$ cat config.mk
export PLATFORM = sky130hd
export DESIGN_NAME = video_core_out_fifo
export DESIGN_NICKNAME = d
export VERILOG_FILES = /design/src/rtl/video_core_out_fifo.sv
export SDC_FILE = /design/constraint.sdc
export NUM_CORES = 1
export LEC_CHECK = 0
export ABC_AREA = 1
export BUFFER_PORTS_ARGS = -buffer_cell sky130_fd_sc_hd__buf_2
export CORE_ASPECT_RATIO = 0.9
export CORE_MARGIN = 2
export CORE_UTILIZATION = 39
export DETAILED_ROUTE_END_ITERATION = 7
export PLACE_DENSITY = 0.52
export SYNTH_ARGS = -nofsm -noshare
export SYNTH_HDL_FRONTEND = slang
export SYNTH_SLANG_ARGS = --single-unit
$ cat constraint.sdc
create_clock -name clk -period 2.9 [get_ports clk]
set_input_delay 0.58 -clock clk [delete_from_list [all_inputs] [get_ports clk]]
set_output_delay 0.58 -clock clk [all_outputs]
set_load 0.02 [all_outputs]
$ cat src/rtl/video_core_out_fifo.sv
// Output pixel FIFO between the video pipeline and the VGA timing block; reports underflow.
// Optional underflow counter enabled by defining VIDEO_FIFO_UFLOW_CNT_EN.
package video_core_pkg;
    typedef struct packed {
        logic hsync;
        logic vsync;
        logic active;
        logic sof;
    } vga_fc_t;
endpackage

module video_core_out_fifo
    import video_core_pkg::*;
#(
    parameter int RGB_SIZE = 12,
    parameter int DEPTH    = 16,
    localparam int AW      = $clog2(DEPTH)
) (
    input  logic                clk,
    input  logic                rst,
    input  logic                fifo_in_vld,
    output logic                fifo_in_rdy,
    input  vga_fc_t             fifo_in_fc,
    input  logic [RGB_SIZE-1:0] fifo_in_rgb,
    input  logic                vga_rd,
    output logic                vga_vld,
    output vga_fc_t             vga_fc,
    output logic [RGB_SIZE-1:0] vga_rgb,
    output logic [AW:0]         fifo_level,
    output logic                uflow,
    input  logic                uflow_clr,
    output logic [15:0]         uflow_cnt
);
    localparam int FCW = $bits(vga_fc_t);
    localparam int EW  = FCW + RGB_SIZE;

    logic [EW-1:0]       mem_r [DEPTH];
    logic [AW:0]         wr_ptr_r, rd_ptr_r, level_r;
    logic [AW:0]         wr_nxt_s, rd_nxt_s;
    logic                empty_s, full_s, rdy_s, push_s, pop_s, uflow_ev_s;
    logic [EW-1:0]       rd_entry_s;
    logic                vga_vld_r, uflow_r;
    vga_fc_t             vga_fc_r;
    logic [RGB_SIZE-1:0] vga_rgb_r;
    logic [15:0]         uflow_cnt_s;

    // Flags and handshakes derived from registered pointers only; ready is held low during reset.
    always_comb begin
        empty_s    = (wr_ptr_r == rd_ptr_r);
        full_s     = (wr_ptr_r[AW-1:0] == rd_ptr_r[AW-1:0]) && (wr_ptr_r[AW] != rd_ptr_r[AW]);
        rdy_s      = !rst && !full_s;
        push_s     = fifo_in_vld && rdy_s;
        pop_s      = vga_rd && !empty_s;
        uflow_ev_s = vga_rd && empty_s;
        rd_entry_s = mem_r[rd_ptr_r[AW-1:0]];
        if (push_s) begin
            wr_nxt_s = wr_ptr_r + {{AW{1'b0}}, 1'b1};
        end else begin
            wr_nxt_s = wr_ptr_r;
        end
        if (pop_s) begin
            rd_nxt_s = rd_ptr_r + {{AW{1'b0}}, 1'b1};
        end else begin
            rd_nxt_s = rd_ptr_r;
        end
    end

    // Storage array; contents need no reset since the pointers define validity.
    always_ff @(posedge clk) begin
        if (push_s) begin
            mem_r[wr_ptr_r[AW-1:0]] <= {fifo_in_fc, fifo_in_rgb};
        end
    end

    // Pointers and occupancy move together so the level always matches wr_ptr - rd_ptr.
    always_ff @(posedge clk or posedge rst) begin
        if (rst) begin
            wr_ptr_r <= '0;
            rd_ptr_r <= '0;
            level_r  <= '0;
        end else begin
            wr_ptr_r <= wr_nxt_s;
            rd_ptr_r <= rd_nxt_s;
            level_r  <= wr_nxt_s - rd_nxt_s;
        end
    end

    // Read port: popped data, black on underflow, otherwise hold the last pixel.
    always_ff @(posedge clk or posedge rst) begin
        if (rst) begin
            vga_vld_r <= 1'b0;
            vga_rgb_r <= '0;
            vga_fc_r  <= '0;
        end else if (pop_s) begin
            vga_vld_r <= 1'b1;
            vga_rgb_r <= rd_entry_s[RGB_SIZE-1:0];
            vga_fc_r  <= rd_entry_s[EW-1:RGB_SIZE];
        end else if (uflow_ev_s) begin
            vga_vld_r <= 1'b0;
            vga_rgb_r <= '0;
            vga_fc_r  <= '0;
        end else begin
            vga_vld_r <= 1'b0;
        end
    end

    // Sticky underflow flag; a new underflow outranks a clear in the same cycle.
    always_ff @(posedge clk or posedge rst) begin
        if (rst) begin
            uflow_r <= 1'b0;
        end else if (uflow_ev_s) begin
            uflow_r <= 1'b1;
        end else if (uflow_clr) begin
            uflow_r <= 1'b0;
        end else begin
            uflow_r <= uflow_r;
        end
    end

`ifdef VIDEO_FIFO_UFLOW_CNT_EN
    logic [15:0] uflow_cnt_r;

    // Saturating underflow counter; clear outranks increment.
    always_ff @(posedge clk or posedge rst) begin
        if (rst) begin
            uflow_cnt_r <= 16'h0000;
        end else if (uflow_clr) begin
            uflow_cnt_r <= 16'h0000;
        end else if (uflow_ev_s && (uflow_cnt_r != 16'hFFFF)) begin
            uflow_cnt_r <= uflow_cnt_r + 16'h0001;
        end else begin
            uflow_cnt_r <= uflow_cnt_r;
        end
    end

    assign uflow_cnt_s = uflow_cnt_r;
`else
    assign uflow_cnt_s = 16'h0000;
`endif

    assign fifo_in_rdy = rdy_s;
    assign vga_vld     = vga_vld_r;
    assign vga_rgb     = vga_rgb_r;
    assign vga_fc      = vga_fc_r;
    assign fifo_level  = level_r;
    assign uflow       = uflow_r;
    assign uflow_cnt   = uflow_cnt_s;
endmodule

### Yosys cells after proc, flatten, opt, wreduce, memory -nomap -nowiden

Memory sizes are Yosys's and may differ from the RTL's.
Cells that the tools add are included.

| word-level totals | value |
|---|---|
| logic and storage cells | 38 |
| register bits after elaboration | 33 |
| output and inout bits | 40 |
| RAM bits | 256 |
| input bits | 21 |
| memories kept | 1 |

| operators by class | value |
|---|---|
| $add $sub $neg | 3 |
| mux-type cells | 11 |
| reduce and logical (&&, ||, !) cells | 10 |
| equality and inequality tests | 3 |

Memory list:

| memory | words | width | read ports | clocked after memory_dff | wr ports | RTL line | source |
|---|---|---|---|---|---|---|---|
| mem_r | 16 | 16 | 1 | 0 | 1 | 37 | `logic [EW-1:0] mem_r [DEPTH];` |

Operators with widths:

| operator | number |
|---|---|
| $mux 12 | 2 |
| $add 5x1->5 const B | 2 |
| $mux 5 | 2 |
| $mux 4 | 2 |
| $eq 5x5->1 | 1 |
| $logic_and 1x1->1 | 5 |
| $mux 1 | 5 |
| $sub 5x5->5 | 1 |
| $eq 4x4->1 | 1 |
| $reduce_bool 2->1 | 2 |
| $logic_not 1->1 | 3 |
| $ne 1x1->1 | 1 |

### Depth between registers and ports, before layout

Gate-level depths: netlist (run 1).

| depth | value |
|---|---|
| depth in word-level cells | 7 |
| gate-level depth with buffers | 18 |
| gate-level depth less buffers | 17 |

### Least setup slack after synthesis (run 1)

Ideal clock, no wire load.

| timing path | value |
|---|---|
| path kind | input port to flip-flop |
| start | in rst |
| end | mem mem_r[11][0] (netlist name) (enable) |
| library setup time | 0.388 ns |
| path slack | -0.062 ns |
| arrival time | 2.573 ns |
| required time | 2.512 ns |
| buffers on the path | 0 |
| cell stages on the path | 5 |
| path through | inv_1 nand3_2 inv_2 nand3_1 nor2_1 |

| between the ends | value |
|---|---|
| word-level cells in the longest chain between the ends | 5 |

Ends and longest elaborated chain:

| element | RTL line | source |
|---|---|---|
| from (decl) | 20 | `input logic rst,` |
| $logic_not 1->1 (no source line) | -- |  |
| $logic_and 1x1->1 | 51 | `rdy_s = !rst && !full_s;` |
| $logic_and 1x1->1 | 52 | `push_s = fifo_in_vld && rdy_s;` |
| $mux 1 | 70 | `if (push_s) begin` |
| $mux 1 (not written as such) | 71 | `mem_r[wr_ptr_r[AW-1:0]] <= {fifo_in_fc, fifo_in_rgb};` |
| to (decl) | 37 |  |

Every way passes these cells.

### Final worst setup path (run 1)

| timing path | value |
|---|---|
| start | reg wr_ptr_r[3] |
| end | reg level_r[4] (netlist: fifo_level[4]) |

| between the ends | value |
|---|---|
| word-level cells in the longest chain between the ends | 7 |
| elaborated cells on any way between the ends | 12 |

Ends and longest elaborated chain:

| element | RTL line | source |
|---|---|---|
| from (decl) | 38 | `logic [AW:0] wr_ptr_r, rd_ptr_r, level_r;` |
| from (signal assigned) | 82 | `wr_ptr_r <= wr_nxt_s;` |
| parallel branches: the longest is 6 deep, another holds $add 5x1->5 | -- |  |
| $sub 5x5->5 (*) | 84 | `level_r <= wr_nxt_s - rd_nxt_s;` |
| to (signal assigned) | 84 |  |
| to (decl) | 38 |  |

Mark *: on every way between the ends.
A chain may end at the register's enable or synchronous reset.

==> flow_summary.yaml, run 1 <==
timing:
  rsz0062_at_grt: "no"
  clock.fmax_mhz: 399
  period_utilization: 0.863
  tns_ps: 0
  final-setup-viol-count: 0
  finClkSkew_ps: 12.8
  slew_viol_final: 0
  finalWorstPathRequiredPeriod_ps: 2500
  tightestPinTransition_ps: 720
  slew_headroom: 0.520
  report.final.hold_viol_count: 0
clock_network:
  cts_made_buffers: 31
  postCtsResizedCells: 0
  ctsRootBufferMaster: "sky130_fd_sc_hd__clkbuf_16"
  postCtsSetupRepairBufs: 0
  cts_htree_levels: 1
  clock_sinks: 289
  insertion_delay_of_the_later_clocked_pin_in_the_worst_skew_pair_ps: 550
  tritoncts: "done"
  worst_setup_hold_path_clk_slew_ps: 60
  hold_buffers: 0
  cts.path.max_buffers: 3
place:
  routabilityCongestion: 0.763
  dp.cells: 1376
  number_of_buffers_inserted_by_port_buffering: 44
  dp_hpwl_mm: 17.4
pwr:
  peakVddDrop_mv: 0.565
  static-leakage-power_nw: 4.92
  p_per_area_nw_per_um2: 1020
synth:
  yosysSeqAreaShare: 0.718
  synthCells: 953
  avgSynthCellArea_um2: 12.4
  synth-edff-count: 256
  netlist_area_um2: 11800
  synth.top_cells.by_count: "sky130_fd_sc_hd__nand2_1, sky130_fd_sc_hd__edfxtp_1, sky130_fd_sc_hd__a21oi_1, sky130_fd_sc_hd__nand3_1, sky130_fd_sc_hd__dfrtp_1"
  async_reset_ff_frac: 0.114
  netlist_top_cells_area: "sky130_fd_sc_hd__edfxtp_1, sky130_fd_sc_hd__nand2_1, sky130_fd_sc_hd__dfrtp_1"
  ys_ff_latch: 289
  synthMostInstantiatedCell: "sky130_fd_sc_hd__nand2_1"
  post-synth-top-area-cell: "sky130_fd_sc_hd__edfxtp_1"
  synth-warning-count: 0
  netlist.area_leader.share: 0.649
  synth_top_flop_cell: "sky130_fd_sc_hd__edfxtp_1"
  synth.lib_cells_used.distinct: 33
drt:
  average_wire_length_per_cell_after_detail_routing_um: 20.4
  routed_wirelength_mm: 29.2
  drt_pre_antenna_iters: 6
  dr_total_vias: 7335
  via_per_inst: 5.13
  antenna_violating_nets_post_route: 0
  detailedRoute.firstIterationViolations: 433
  route.detailed.drc: 0
die:
  fp.coreArea_um2: 29900
  boundaryPins: 61
  fp.dieH_um: 169
  floorplan.initialDensity: 0.397
  rows: 60
  die_area_um2: 31800
  die_width_um: 188
cells_and_area:
  regArea_um2: 8520
  total_area_of_multi_input_combinational_cells_um2: 2920
  post_route_cells_drive_above_1_share: 0.152
  final_cells: 1430
  layout.filler_cells: 2777
  area.growth.synth_to_final_pct: 13.6
  antennaDiodeCount: 0
  final_net_count: 1037
setup_path:
  timing.reg2reg.setup_slack_ps: 400
  critical_path.max_fanout: 7
  worst_path_max_delay_cell: "sky130_fd_sc_hd__dfrtp_1"
  path_cells: "inv_2 > nand2_1 > nand2_2 > nor2_4 > nand3_2 > nand3_2 > xor2_1 > ha_1 > inv_1 > fa_1 > a31oi_1 > inv_1 > nand3_1 > nand2_1"
  cp-end-kind: "flop"
  max_stage_delay_ps: 490
  worst_ep_required_time_ps: 3340
  criticalPathCategory: "reg2reg"
  ff2ff_path_depth: 14
  timing.rr.end: "fifo_level[4]$_DFF_PP0_"
  worst_r2r_startpoint: "wr_ptr_r[3]$_DFF_PP0_"
  critical_path.startpoint_type: "flop"
  cp.arrival_ps: 2940
grt:
  grt_antenna_before_repair: 1
  grt_max_degree: 129
  globalRoute.totalOverflow: 0
  first_global_vias: 7094
  globalRouteTotalUtil: 0.185
  grt_pass1_wl_mm: 44.2
min_path:
  hold_path_class: "in2async"
run_status:
  run_status: "finished, final reports clean"
flow_run:
  max_cap_viol_count: 0
routing by layer:
layer | routed length, um | track usage | share of wire
met1 | 13700 | 0.264 | 0.47
met2 | 13600 | 0.297 | 0.47
met3 | 1210 | 0.0279 | 0.041
met4 | 687 | 0.0476 | 0.024
met5 | 0 | 0 | 0
report_power, final:
| group | internal [mW] | switching [mW] |
|---|---|---|
| clock network | 2.12 | 1.55 |
| logic | 1.53 | 3.34 |
| registers | 4.95 | 0.200 |
worst max-delay path: cells and delay by family (launching register included):
family,cells,cell delay (ps)
xor+xnor,1,220
simple gates,7,670
flops,1,490
compound gates,1,230
buf+inv,3,210
fa+ha+maj,2,570
cells in the final DEF, fill, tap and decap left out, drive strengths merged, types with 4 or more instances in the layout:
master,Yosys,final
nand2,293,293
edfxtp,256,256
a21oi,79,79
buf,58,74
nand3,69,69
clkbuf,11,37
dfrtp,33,33
a32o,32,32
inv,30,29
a22oi,23,23
nor2,22,22
o21ai,20,20
conb,1,16
clkinv,1,13
xor2,10,10
ha,9,9
clkinvlp,0,4
sequential cells by signal, indices dropped and copies added (netlist names):
signal,cells
vga_fc,4
uflow,1
wr_ptr_r,5
fifo_level,5
vga_vld,1
vga_rgb,12
rd_ptr_r,5
mem_r,256
logic make-up after synthesis:
family                     after synthesis  share of synthesized area
xor gates and xnor gates                10                    0.00739
buffers and inverters                  100                     0.0427
and+or+nand+nor                        387                      0.135
DFF                                    289                      0.718
other                                    1                   0.000316
adders and majority gates               10                     0.0112
AOI/OAI and AO/OA                      156                     0.0851
per-stage QoR:
stage                     power (mW)  worst slack [ps]  cell area [um^2]  utilization  hold slack [ps]
after global placement          10.2               417             12500        0.419              469
after floorplan                 8.63               259             11900            -              517
after CTS                       13.9               380             13500        0.451              203
final                           13.7               396             13500        0.451              213
after global routing            14.6               101             13500        0.451              216
after detailed placement        10.2               402             12500        0.419              478
how the worst max path moves through the flow:
stage                                    to             startpoint  cells past startpoint  slack, ps
floorplan           fifo_level[4]$_DFF_PP0_                    rst                     10        260
global placement    fifo_level[4]$_DFF_PP0_  wr_ptr_r[0]$_DFF_PP0_                     14        420
detailed placement  fifo_level[4]$_DFF_PP0_  wr_ptr_r[3]$_DFF_PP0_                     14        400
CTS                 fifo_level[4]$_DFF_PP0_  wr_ptr_r[3]$_DFF_PP0_                     14        380
global route        fifo_level[4]$_DFF_PP0_  wr_ptr_r[0]$_DFF_PP0_                     14        100
finish              fifo_level[4]$_DFF_PP0_  wr_ptr_r[3]$_DFF_PP0_                     14        400
layout make-up:
type,count,area share
multi-input cells,579,0.217
inverters,31,0.00911
clock inverters,17,0.0102
clock buffers,37,0.0593
repair buffers,74,0.0340
well taps,403,0.0375
flip-flops and latches,289,0.633
(Power assumes the default switching activity.)
==> run 2: changes to the inputs <==
==> constraint.sdc (replaced) <==
create_clock -name clk -period 2.9 [get_ports clk]
set_input_delay 0.29 -clock clk [delete_from_list [all_inputs] [get_ports clk]]
set_output_delay 0.29 -clock clk [all_outputs]
set_load 0.02 [all_outputs]
==> run 2 against run 1 <==
  * Highest routed layer unchanged
  * Critical path type unchanged
  * Global-route usage up 0.52 points
  * Fmax shrank 3.1%
  * Flip-flop and latch count unchanged
  * Sequential share of layout area fell by 0.43 points
  * Cell area is 0.68% higher
  * Clock power up 3%
==> flow_summary.yaml, run 2 (synthesis results as in run 1) <==
timing:
  final-setup-viol-count: 0
  tightestPinTransition_ps: 840
  tns_ps: 0
  finalWorstPathRequiredPeriod_ps: 2580
  clock.fmax_mhz: 387
  finClkSkew_ps: 26.0
  worst_hold_slack_ps: 141
  period_utilization: 0.891
  slew_viol_final: 0
  report.final.hold_viol_count: 0
  slew_headroom: 0.440
  rsz0062_at_grt: "no"
cells_and_area:
  largest_register_ffs: 256
  final_cell_mix: "sky130_fd_sc_hd__nand2_1, sky130_fd_sc_hd__edfxtp_1, sky130_fd_sc_hd__a21oi_1"
  antennaDiodeCount: 0
  final_net_count: 1039
  post-route-cell-area_um2: 13600
  area.growth.synth_to_final_pct: 14.4
  layout.filler_cells: 2784
  post_route_cells_drive_above_1_share: 0.151
  mostFrequentLayoutCell: "sky130_fd_sc_hd__nand2_1"
grt:
  globalRoute.totalOverflow: 0
  globalRouteTotalUtil: 0.190
  grt_pass1_wl_mm: 45.3
  first_global_vias: 7024
  grt_antenna_before_repair: 0
  grt_max_degree: 129
drt:
  drt_pre_antenna_iters: 5
  detailedRoute.firstIterationViolations: 625
  via_per_inst: 5.13
  average_wire_length_per_cell_after_detail_routing_um: 20.7
  route.detailed.drc: 0
  dr_total_vias: 7365
  antenna_violating_nets_post_route: 0
  routed_wirelength_mm: 29.8
pwr:
  peakVddDrop_mv: 0.704
  static-leakage-power_nw: 4.97
  finalPower_mw: 14.0
  p_per_area_nw_per_um2: 1030
die:
  floorplan.initialDensity: 0.397
  boundaryPins: 61
  die_width_um: 188
  fp.coreArea_um2: 29900
  rows: 60
  die_area_um2: 31800
  fp.dieH_um: 169
clock_network:
  ctsRootBufferMaster: "sky130_fd_sc_hd__clkbuf_16"
  cts.path.max_buffers: 3
  cts_made_buffers: 31
  insertion_delay_of_the_later_clocked_pin_in_the_worst_skew_pair_ps: 560
  worst_setup_hold_path_clk_slew_ps: 60
  tritoncts: "done"
  cts_htree_levels: 1
  clock_sinks: 289
setup_path:
  crit_path_start: "rd_ptr_r[0]$_DFF_PP0_"
  cp.arrival_ps: 3030
  criticalPathCategory: "reg2reg"
  worst_path_most_repeated_cell: "sky130_fd_sc_hd__nand2_1"
  max_stage_delay_ps: 530
  critical_path.startpoint_type: "flop"
  worst_path_max_delay_cell: "sky130_fd_sc_hd__dfrtp_4"
  worst_r2r_startpoint: "rd_ptr_r[0]$_DFF_PP0_"
  worst_ep_required_time_ps: 3350
  critical_path.max_fanout: 7
  path_cells: "nand2_1 > nand2_1 > nor2_2 > nand3_2 > nand3_2 > xor2_1 > ha_1 > inv_1 > fa_1 > a31oi_1 > inv_1 > nand3_1 > nand2_1"
  cp-end-kind: "flop"
place:
  number_of_buffers_inserted_by_port_buffering: 44
  routabilityCongestion: 0.777
  dp_hpwl_mm: 17.4
  placement_cell_area_um2: 12600
run_status:
  run_status: "finished, final reports clean"
min_path:
  hold_path_class: "in2reg"
  hold_path_startpoint: "fifo_in_rgb[7]"
flow_run:
  max_cap_viol_count: 0
==> run 2: per-layer routing <==
metal / global-route usage / routed length, um / part of all wire / vias up
li1: - / - / - / 3487
met1: 0.287 / 14700 / 0.49 / 3672
met2: 0.290 / 13100 / 0.44 / 178
met3: 0.0296 / 1480 / 0.050 / 28
met4: 0.0411 / 512 / 0.017 / 0
met5: 0 / 0 / 0 / -
==> run 2: metrics by stage <==
step	std cells	setup WS, ps	util
after global routing	1436	116	0.454
after floorplan	968	228	-
after global placement	1376	338	0.420
after CTS	1436	311	0.454
final	1436	316	0.454
after detailed placement	1376	323	0.420
==> run 2: final cells by class <==
cell class / count / area, um^2 / area share
clock buffer: 38 / 802 / 0.0592
clock inverter: 20 / 171 / 0.0126
inverter: 31 / 119 / 0.00877
multi-input combinational: 579 / 2920 / 0.216
sequential: 289 / 8520 / 0.628
tap: 403 / 504 / 0.0372
timing repair buffer: 76 / 515 / 0.0380
==> run 2: path summary, 6_finish.rpt <==
path,to,slack [ps],cells after the start
setup / recovery,fifo_level[4]$_DFF_PP0_,320,13
hold / removal,mem_r[12][7]$_DFFE_PP_,140,1
setup reg to reg,fifo_level[4]$_DFF_PP0_,320,13
hold reg to reg,vga_rgb[5]$_DFFE_PP0P_,480,2
max in group asynchronous,rd_ptr_r[0]$_DFF_PP0_,2020,4
min in group asynchronous,fifo_level[4]$_DFF_PP0_,510,4
==> run 2: worst max-delay path, delay by kind of cell (launching register included) <==
family	cells	cell delay (ps)
AO/OA/AOI/OAI	1	250
XOR/XNOR	1	230
adder cells (fa/ha/maj)	2	580
buffers and inverters	2	120
flip-flops	1	530
AND/OR/NAND/NOR	7	750
==> run 2: timing repair <==
item | 4_1_cts | 5_1_grt
resized for setup | 0 | 0
hold endpoints to repair | 34 | 0
hold buffers | 2 | 0
setup buffers | 0 | 0
endpoints found under the setup margin | 0 | 0
==> run 2: power by group <==
part           internal (mW)  switching [mW]
clock network           2.22            1.56
registers               4.95           0.226
logic                   1.55            3.49
